[config.mk]
export PLATFORM = sky130hd
export DESIGN_NAME = add_serial_feed
export DESIGN_NICKNAME = d
export VERILOG_FILES = /design/src/rtl/add_serial_feed.sv
export SDC_FILE = /design/constraint.sdc
export NUM_CORES = 1
export LEC_CHECK = 0
export CAP_MARGIN = 40
export CORE_UTILIZATION = 58
export DETAILED_ROUTE_END_ITERATION = 7
export PLACE_DENSITY = 0.84
export SLEW_MARGIN = 20
export SYNTH_ARGS = -nofsm -noshare
export SYNTH_HDL_FRONTEND = slang
export SYNTH_SLANG_ARGS = --single-unit
export TNS_END_PERCENT = 50
[constraint.sdc]
create_clock -name clk -period 4.3 [get_ports clk]
set_input_delay 0.86 -clock clk [delete_from_list [all_inputs] [get_ports clk]]
set_output_delay 0.86 -clock clk [all_outputs]
set_load 0.1 [all_outputs]
[src/rtl/add_serial_feed.sv]
// ---------------------------------------------------------------------------
// add_serial_feed
//
// Operand sequencer that sits directly in front of the add_serial serial
// adder. Operand pairs arrive on a valid/ready port and are buffered in a
// small circular FIFO. One pair at a time is popped into a holding register,
// driven onto the adder inputs and started with a single-cycle add_en pulse.
// After a fixed adder latency the adder output is captured and offered to the
// consumer on a valid/ready result port. The adder has no handshake of its
// own, so this block is its only source of operands and of flow control.
//
// Parameters:
//   WIDTH  operand and sum width (must match the serial adder)
//   DEPTH  operand FIFO entries, power of two, at least 2
//   LAT    clock edges from the edge that samples add_en high to the edge
//          that samples add_out, at least 1
//
// Ports:
//   clk        in   sole clock, rising edge
//   rst        in   asynchronous active-high reset
//   in_valid   in   operand pair valid
//   in_ready   out  FIFO can accept a pair (not full)
//   in_a       in   operand A
//   in_b       in   operand B
//   add_en     out  start pulse to the serial adder
//   add_a      out  operand A to the serial adder
//   add_b      out  operand B to the serial adder
//   add_out    in   sum from the serial adder
//   res_valid  out  captured result is valid and held
//   res_ready  in   consumer accepts the result
//   res_sum    out  captured sum
//   busy       out  an operation is in flight or operands are queued
//   err        out  sticky adder check mismatch flag
//
// Build option:
//   ADD_SERIAL_FEED_CHECK_EN  when defined, every captured add_out is compared
//                             against a locally computed sum and a mismatch
//                             sets err until reset. When undefined, no
//                             comparator exists and err is tied low.
// ---------------------------------------------------------------------------
module add_serial_feed #(
    parameter int WIDTH = 8,
    parameter int DEPTH = 4,
    parameter int LAT   = 10
) (
    input  logic             clk,
    input  logic             rst,
    input  logic             in_valid,
    output logic             in_ready,
    input  logic [WIDTH-1:0] in_a,
    input  logic [WIDTH-1:0] in_b,
    output logic             add_en,
    output logic [WIDTH-1:0] add_a,
    output logic [WIDTH-1:0] add_b,
    input  logic [WIDTH-1:0] add_out,
    output logic             res_valid,
    input  logic             res_ready,
    output logic [WIDTH-1:0] res_sum,
    output logic             busy,
    output logic             err
);

    // Address width of the FIFO storage; pointers carry one extra wrap bit so
    // that full and empty can be told apart without a separate counter.
    localparam int AW = $clog2(DEPTH);
    localparam int PW = AW + 1;

    // The timer counts up to LAT in WAIT, so it needs room for LAT itself.
    localparam int TW = $clog2(LAT + 1);
    localparam logic [TW-1:0] TIMER_LAST = TW'(LAT - 1);

    typedef enum logic [1:0] {
        IDLE  = 2'd0,
        ISSUE = 2'd1,
        WAIT  = 2'd2,
        HOLD  = 2'd3
    } state_t;

    state_t state;
    state_t state_next;

    logic [WIDTH-1:0] mem_a [DEPTH];
    logic [WIDTH-1:0] mem_b [DEPTH];
    logic [PW-1:0]    wr_ptr;
    logic [PW-1:0]    rd_ptr;
    logic             fifo_empty;
    logic             fifo_full;
    logic             push;
    logic             pop;

    logic [WIDTH-1:0] op_a;
    logic [WIDTH-1:0] op_b;
    logic [TW-1:0]    timer;
    logic             capture;
    logic             release_res;
    logic             issue;

    // FIFO status. Empty when the pointers are identical; full when the
    // addresses match but the wrap bits differ. A full FIFO refuses a push
    // even if the sequencer pops in the same cycle, because there is no
    // bypass path from the input to the holding register.
    assign fifo_empty = (wr_ptr == rd_ptr);
    assign fifo_full  = (wr_ptr[AW] != rd_ptr[AW]) &&
                        (wr_ptr[AW-1:0] == rd_ptr[AW-1:0]);
    assign in_ready   = !fifo_full;
    assign push       = in_valid && !fifo_full;

    // FIFO storage. The array itself is not reset: its contents are only
    // ever read between the write and read pointers, and those are reset.
    always_ff @(posedge clk) begin
        if (push) begin
            mem_a[wr_ptr[AW-1:0]] <= in_a;
            mem_b[wr_ptr[AW-1:0]] <= in_b;
        end
    end

    // FIFO pointers. Push and pop are independent, so a pop in the same
    // cycle as a push on a partially filled FIFO simply moves both pointers.
    always_ff @(posedge clk or posedge rst) begin
        if (rst) begin
            wr_ptr <= '0;
            rd_ptr <= '0;
        end else begin
            if (push) begin
                wr_ptr <= wr_ptr + PW'(1);
            end
            if (pop) begin
                rd_ptr <= rd_ptr + PW'(1);
            end
        end
    end

    // Sequencer state register. Reset drops straight back to IDLE, which
    // also removes add_en asynchronously since it decodes from the state.
    always_ff @(posedge clk or posedge rst) begin
        if (rst) begin
            state <= IDLE;
        end else begin
            state <= state_next;
        end
    end

    // Sequencer next-state and control decode. IDLE pops the FIFO head as
    // soon as one is available, ISSUE is the one-cycle start pulse, WAIT
    // runs the latency timer down to the capture edge, and HOLD keeps the
    // result on the port until the consumer takes it.
    always_comb begin
        state_next  = state;
        pop         = 1'b0;
        issue       = 1'b0;
        capture     = 1'b0;
        release_res = 1'b0;
        unique case (state)
            IDLE: begin
                if (!fifo_empty) begin
                    pop        = 1'b1;
                    state_next = ISSUE;
                end
            end
            ISSUE: begin
                issue      = 1'b1;
                state_next = WAIT;
            end
            WAIT: begin
                if (timer == TIMER_LAST) begin
                    capture    = 1'b1;
                    state_next = HOLD;
                end
            end
            HOLD: begin
                if (res_valid && res_ready) begin
                    release_res = 1'b1;
                    state_next  = IDLE;
                end
            end
            default: begin
                state_next = IDLE;
            end
        endcase
    end

    assign add_en = issue;
    assign busy   = (state != IDLE) || !fifo_empty;

    // Operand holding register. Loaded only on a pop, so the adder inputs
    // stay stable from ISSUE all the way through HOLD.
    always_ff @(posedge clk or posedge rst) begin
        if (rst) begin
            op_a <= '0;
            op_b <= '0;
        end else if (pop) begin
            op_a <= mem_a[rd_ptr[AW-1:0]];
            op_b <= mem_b[rd_ptr[AW-1:0]];
        end
    end

    assign add_a = op_a;
    assign add_b = op_b;

    // Latency timer. Cleared on the ISSUE edge, then advanced once per WAIT
    // cycle; the capture happens on the edge that sees LAT-1, which is LAT
    // edges after the edge that sampled add_en.
    always_ff @(posedge clk or posedge rst) begin
        if (rst) begin
            timer <= '0;
        end else if (state == ISSUE) begin
            timer <= '0;
        end else if (state == WAIT) begin
            timer <= timer + TW'(1);
        end
    end

    // Result register. The sum is taken straight from the adder so that
    // the consumer always sees what the adder produced, and it is held
    // unchanged until the handshake completes.
    always_ff @(posedge clk or posedge rst) begin
        if (rst) begin
            res_valid <= 1'b0;
            res_sum   <= '0;
        end else if (capture) begin
            res_valid <= 1'b1;
            res_sum   <= add_out;
        end else if (release_res) begin
            res_valid <= 1'b0;
        end
    end

`ifdef ADD_SERIAL_FEED_CHECK_EN
    logic [WIDTH-1:0] local_sum;
    logic             err_q;

    // Reference sum from the held operands, wrapping modulo 2^WIDTH just
    // like the adder does.
    assign local_sum = op_a + op_b;

    // Sticky checker. A disagreement on any capture edge latches err, and
    // only reset can clear it, so a single bad result is never lost.
    always_ff @(posedge clk or posedge rst) begin
        if (rst) begin
            err_q <= 1'b0;
        end else if (capture && (add_out != local_sum)) begin
            err_q <= 1'b1;
        end
    end

    assign err = err_q;
`else
    assign err = 1'b0;
`endif

endmodule

Yosys cells after proc, flatten, opt, wreduce, memory -nomap -nowiden

Memories as Yosys holds them, arrays and structs flattened. A register that Yosys moved wholly into a read port is not among the register bits.
Cells that the tools add are included.

$add $sub $neg: 3
Equal/unequal tests: 10
Multiplexer cells: 17
Reduce and logical (&&, ||, !) cells: 11

Operators by type and width:

| operator                                                         | number |
|---|---|
| 1-bit 2-to-1 mux                                                 | 11 |
| 4-bit 2-to-1 mux                                                 | 2 |
| 2-bit case mux with 4 select lines                               | 1 |
| 3-bit by 1-bit adder with 3-bit output (second input constant)   | 2 |
| 2-bit 2-to-1 mux                                                 | 3 |
| 2-bit != test (second input constant)                            | 3 |
| 2-bit nonzero test                                               | 3 |
| 4-bit by 1-bit adder with 4-bit output (second input constant)   | 1 |
| 2-bit == test (second input constant)                            | 2 |
| 4-bit == test (second input constant)                            | 1 |
| 3-bit == test                                                    | 1 |
| 1-bit logical AND                                                | 3 |
| 3-bit AND reduction                                              | 1 |
| 2-bit by 1-bit == test with 1-bit output (second input constant) | 1 |
| 2-bit == test                                                    | 1 |
| 1-bit logical NOT                                                | 2 |
| 2-bit logical NOT                                                | 1 |
| 1-bit logical OR                                                 | 1 |
| 1-bit != test                                                    | 1 |

Register bits after elaboration: 21
Memory bits (writable): 64
Input port bits: 28
Output and inout bits: 29
Logic and storage cells: 49
Memories: 2

Memories:

| name  | depth | width | read ports | clocked after Yosys merged registers in | write ports | line | text |
|---|---|---|---|---|---|---|---|
| mem_a | 4     | 8     | 1          | 1                                       | 1           | 82   | `logic [WIDTH-1:0] mem_a [DEPTH];` |
| mem_b | 4     | 8     | 1          | 1                                       | 1           | 83   | `logic [WIDTH-1:0] mem_b [DEPTH];` |

Logic depth before layout (Yosys ltp)

Depth in word-level cells: 6
Depth in mapped cells: 6
Depth with buffers taken out: 6

Worst setup path before layout

Ideal clock, no wire load.

Kind: register to register
Start point: register rd_ptr[0]
End point: memory mem_a[3][0], enable pin
Setup time: 0.375 ns
Arrival: 1.990 ns
Data required time: 3.925 ns
Slack: 1.935 ns
Cell stages (with the launch flop): 6
Path buffers: 2
Clock period less this slack: 2.365 ns
Cells stage by stage: dfrtp_1 > buf_6 > xor2_1 > or3_1 > buf_2 > and3_1

Cells in the longest elaborated chain, start to end: 6

RTL lines:

| what                                   | line | text |
|---|---|---|
| start, declared                        | 85   | `logic [PW-1:0] rd_ptr;` |
| start signal, assigned                 | 128  | `rd_ptr <= rd_ptr + PW'(1);` |
| 2-bit == test                          | 104  | `(wr_ptr[AW-1:0] == rd_ptr[AW-1:0]);` |
| 1-bit logical AND                      | 103  | `assign fifo_full = (wr_ptr[AW] != rd_ptr[AW]) &&` |
| 1-bit logical NOT                      | -    |  |
| net in_ready                           | 49   | `output logic in_ready,` |
| 1-bit logical AND                      | 106  | `assign push = in_valid && !fifo_full;` |
| 1-bit 2-to-1 mux                       | 111  | `if (push) begin` |
| 1-bit 2-to-1 mux (not written as such) | 112  | `mem_a[wr_ptr[AW-1:0]] <= in_a;` |
| end, declared                          | 82   |  |

The timed path passes the listed nets, and every way through them passes these cells.

Worst setup path in the final report

Start point: register state[0]
End point: output busy

Cells in the longest elaborated chain, start to end: 2

RTL lines:

| what                   | line | text |
|---|---|---|
| start, declared        | 79   | `state_t state;` |
| start signal, assigned | 139  | `state <= state_next;` |
| 2-bit nonzero test     | 183  | `assign busy = (state != IDLE) \|\| !fifo_empty;` |
| 1-bit logical OR       | 183  |  |
| end, declared          | 59   | `output logic busy,` |

No other way between the ends.

==> reports/metrics.cfg <==
[min_path]
hp-start=res_sum[7]$_DFFE_PP0P_
worst_hold_path_type=reg2reg

[floorplanning]
die_x_um=85.9
placementRows=30
die_h_um=85.9
io_pins=57
start_util_pct=60.1
design.die.area_mm2=0.00738
coreArea_mm2=0.00679

[detailed_routing]
wire_per_inst_um=17.2
remaining_drc_errors=0
routed-wl-met3_um=304
postRouteAntennaNets=0
drt-pass1-iter-count=4
drt_iter0_markers=94
wl_met1_mm=2.89
highest_layer=met4
wl_met2_mm=3.74
wl_mm=7.02
via_count=2156
via_per_inst=5.27

[logic_synthesis]
yosysSeqAreaShare_pct=69.7
synthCells=215
syn_avg_cell_area_um2=19.0
synthesis.area_mm2=0.00409
syn-num-nets=255
async_flop_share_pct=36.6
yosysUniqueCellTypes=32
ys_warn_count=0
ys_seq_elements=101
synthFlopType=edfxtp_1
synth_edf_count=64

[cts]
cts_inserted_buffers=9
clock_sinks=101
path_clk_slew_ps=110
cts.hold.buffers_added=0
clk_latency_ps=370
cts_resized=0
clock-root-buffer=clkbuf_8
htreeDepth=3
post-cts-setup-buffers=0
cts_buffer_depth=2
cts_tree=yes

[setup_path]
crit_start=state[0]$_DFFE_PP0P_
startpoint_type=register
critPathKind=reg2out
cp.required_ps=3440
cp_max_fo=4
reg2reg_from=wr_ptr[0]$_DFFE_PP0P_
worst_ep_arrival_time_ps=2000
endpoint_kind=primary output

[timing]
report.final.hold_viol_count=0
maxSlewHeadroom_pct=58.3
setup_viol=0
rsz0062_at_grt=no
period_share_pct=66.5
fin_skew_ps=13.9
hold_ws_ps=515
fin_crit_ps=2860
tns_ps=0
worst_pin_slew_ps=626
drv_slew=0
fmax_mhz=350

[global_routing]
grt_start_max_net_pins=20
grt_use_total_pct=21.4
antenna_found_initial=0
grt_pass1_vias=2309
grt_pass1_wl_mm=11.4
grt_overflow=0

[placement]
place_area_mm2=0.00514
gp_congestion=0.662
place_inst=390
portBuffers=55
dp_hpwl_mm=4.90

[final_layout]
fin_nets=348
syn2layout_area_growth_pct=31.7
fin_cells=409
drive_above_1_share_pct=31.3
final_cell_mix=edfxtp_1, clkdlybuf4s50_1, dfrtp_1, buf_8, mux2_2
n_antenna_cell=0
layout_commonest_cell=edfxtp_1
stdcell_area_mm2=0.00538

[job]
max_cap_viol_count=0

[run_status]
status=finished, final reports clean

critical path, cell delays in order (launching register included):
cell	delay, ps
dfrtp_1	420
inv_1	130
ha_1	230
inv_1	50
or4_4	550
buf_4	250
registers in the layout, indices dropped and copies added, names as in the netlist:
| signal | flops |
|---|---|
| timer | 4 |
| state | 2 |
| add_a | 8 |
| res_sum | 8 |
| mem_a | 32 |
| wr_ptr | 3 |
| mem_b | 32 |
| add_b | 8 |
| rd_ptr | 3 |
| res_valid | 1 |
final timing paths:
check	to	slack, ps	depth (start not counted)
worst max-delay path	busy	1440	5
worst max register to register	mem_b[3][1]$_DFFE_PP_	2310	4
worst min-delay path	res_sum[7]$_DFFE_PP0P_	520	1
worst min register to register	res_sum[7]$_DFFE_PP0P_	520	1
max in group asynchronous	add_b[3]$_DFFE_PP0P_	2770	4
min in group asynchronous	timer[3]$_DFFE_PP0P_	780	2
synth_stat cells (2+ instances only):
master,instances,area share (%)
mux4_2,13,7.2
and3_1,4,0.61
inv_1,10,0.92
xor2_1,4,0.86
buf_2,3,0.37
mux4_1,3,1.9
mux2_4,8,2.9
buf_6,2,0.55
nand3_1,2,0.25
edfxtp_1,64,47
nor2_1,4,0.37
xnor2_1,3,0.64
mux2_2,20,5.5
ha_1,12,3.7
nand2_1,8,0.74
o22ai_1,2,0.31
o21ai_0,2,0.25
dfrtp_1,37,23
final cells by class:
cell class	count	area [um2]
multi-input combinational	96	1140
tap	96	120
clock buffer	9	124
inverter	10	37.5
sequential	101	2850
clock inverter	7	67.6
timing repair buffer	90	1050
fill	354	1410
stage by stage:
| step | util (%) | worst slack, ps |
|---|---|---|
| floorplan | - | 1930 |
| global placement | 69.3 | 1570 |
| detailed placement | 75.7 | 1730 |
| CTS | 78.5 | 1420 |
| global route | 79.2 | 1360 |
| finish | 79.2 | 1440 |
metal layers:
| metal | up-vias | global-route usage (%) |
|---|---|---|
| met5 | - | 0 |
| li1 | 994 | - |
| met4 | 0 | 5.91 |
| met1 | 1104 | 26.2 |
| met3 | 9 | 6.45 |
| met2 | 49 | 37.3 |
cells by family after synthesis:
| logic type | after synthesis | synth area share, % |
|---|---|---|
| other | 1 | 0.0918 |
| muxes | 45 | 17.8 |
| buffers and inverters | 18 | 2.48 |
| adders and majority gates | 12 | 3.68 |
| xor gates and xnor gates | 8 | 1.90 |
| DFF | 101 | 69.7 |
| AOI/OAI and AO/OA | 7 | 1.38 |
| and+or+nand+nor | 23 | 2.97 |
Power is not shown: default switching activity piles up to over one toggle a cycle in this logic, so the estimate is an artifact.
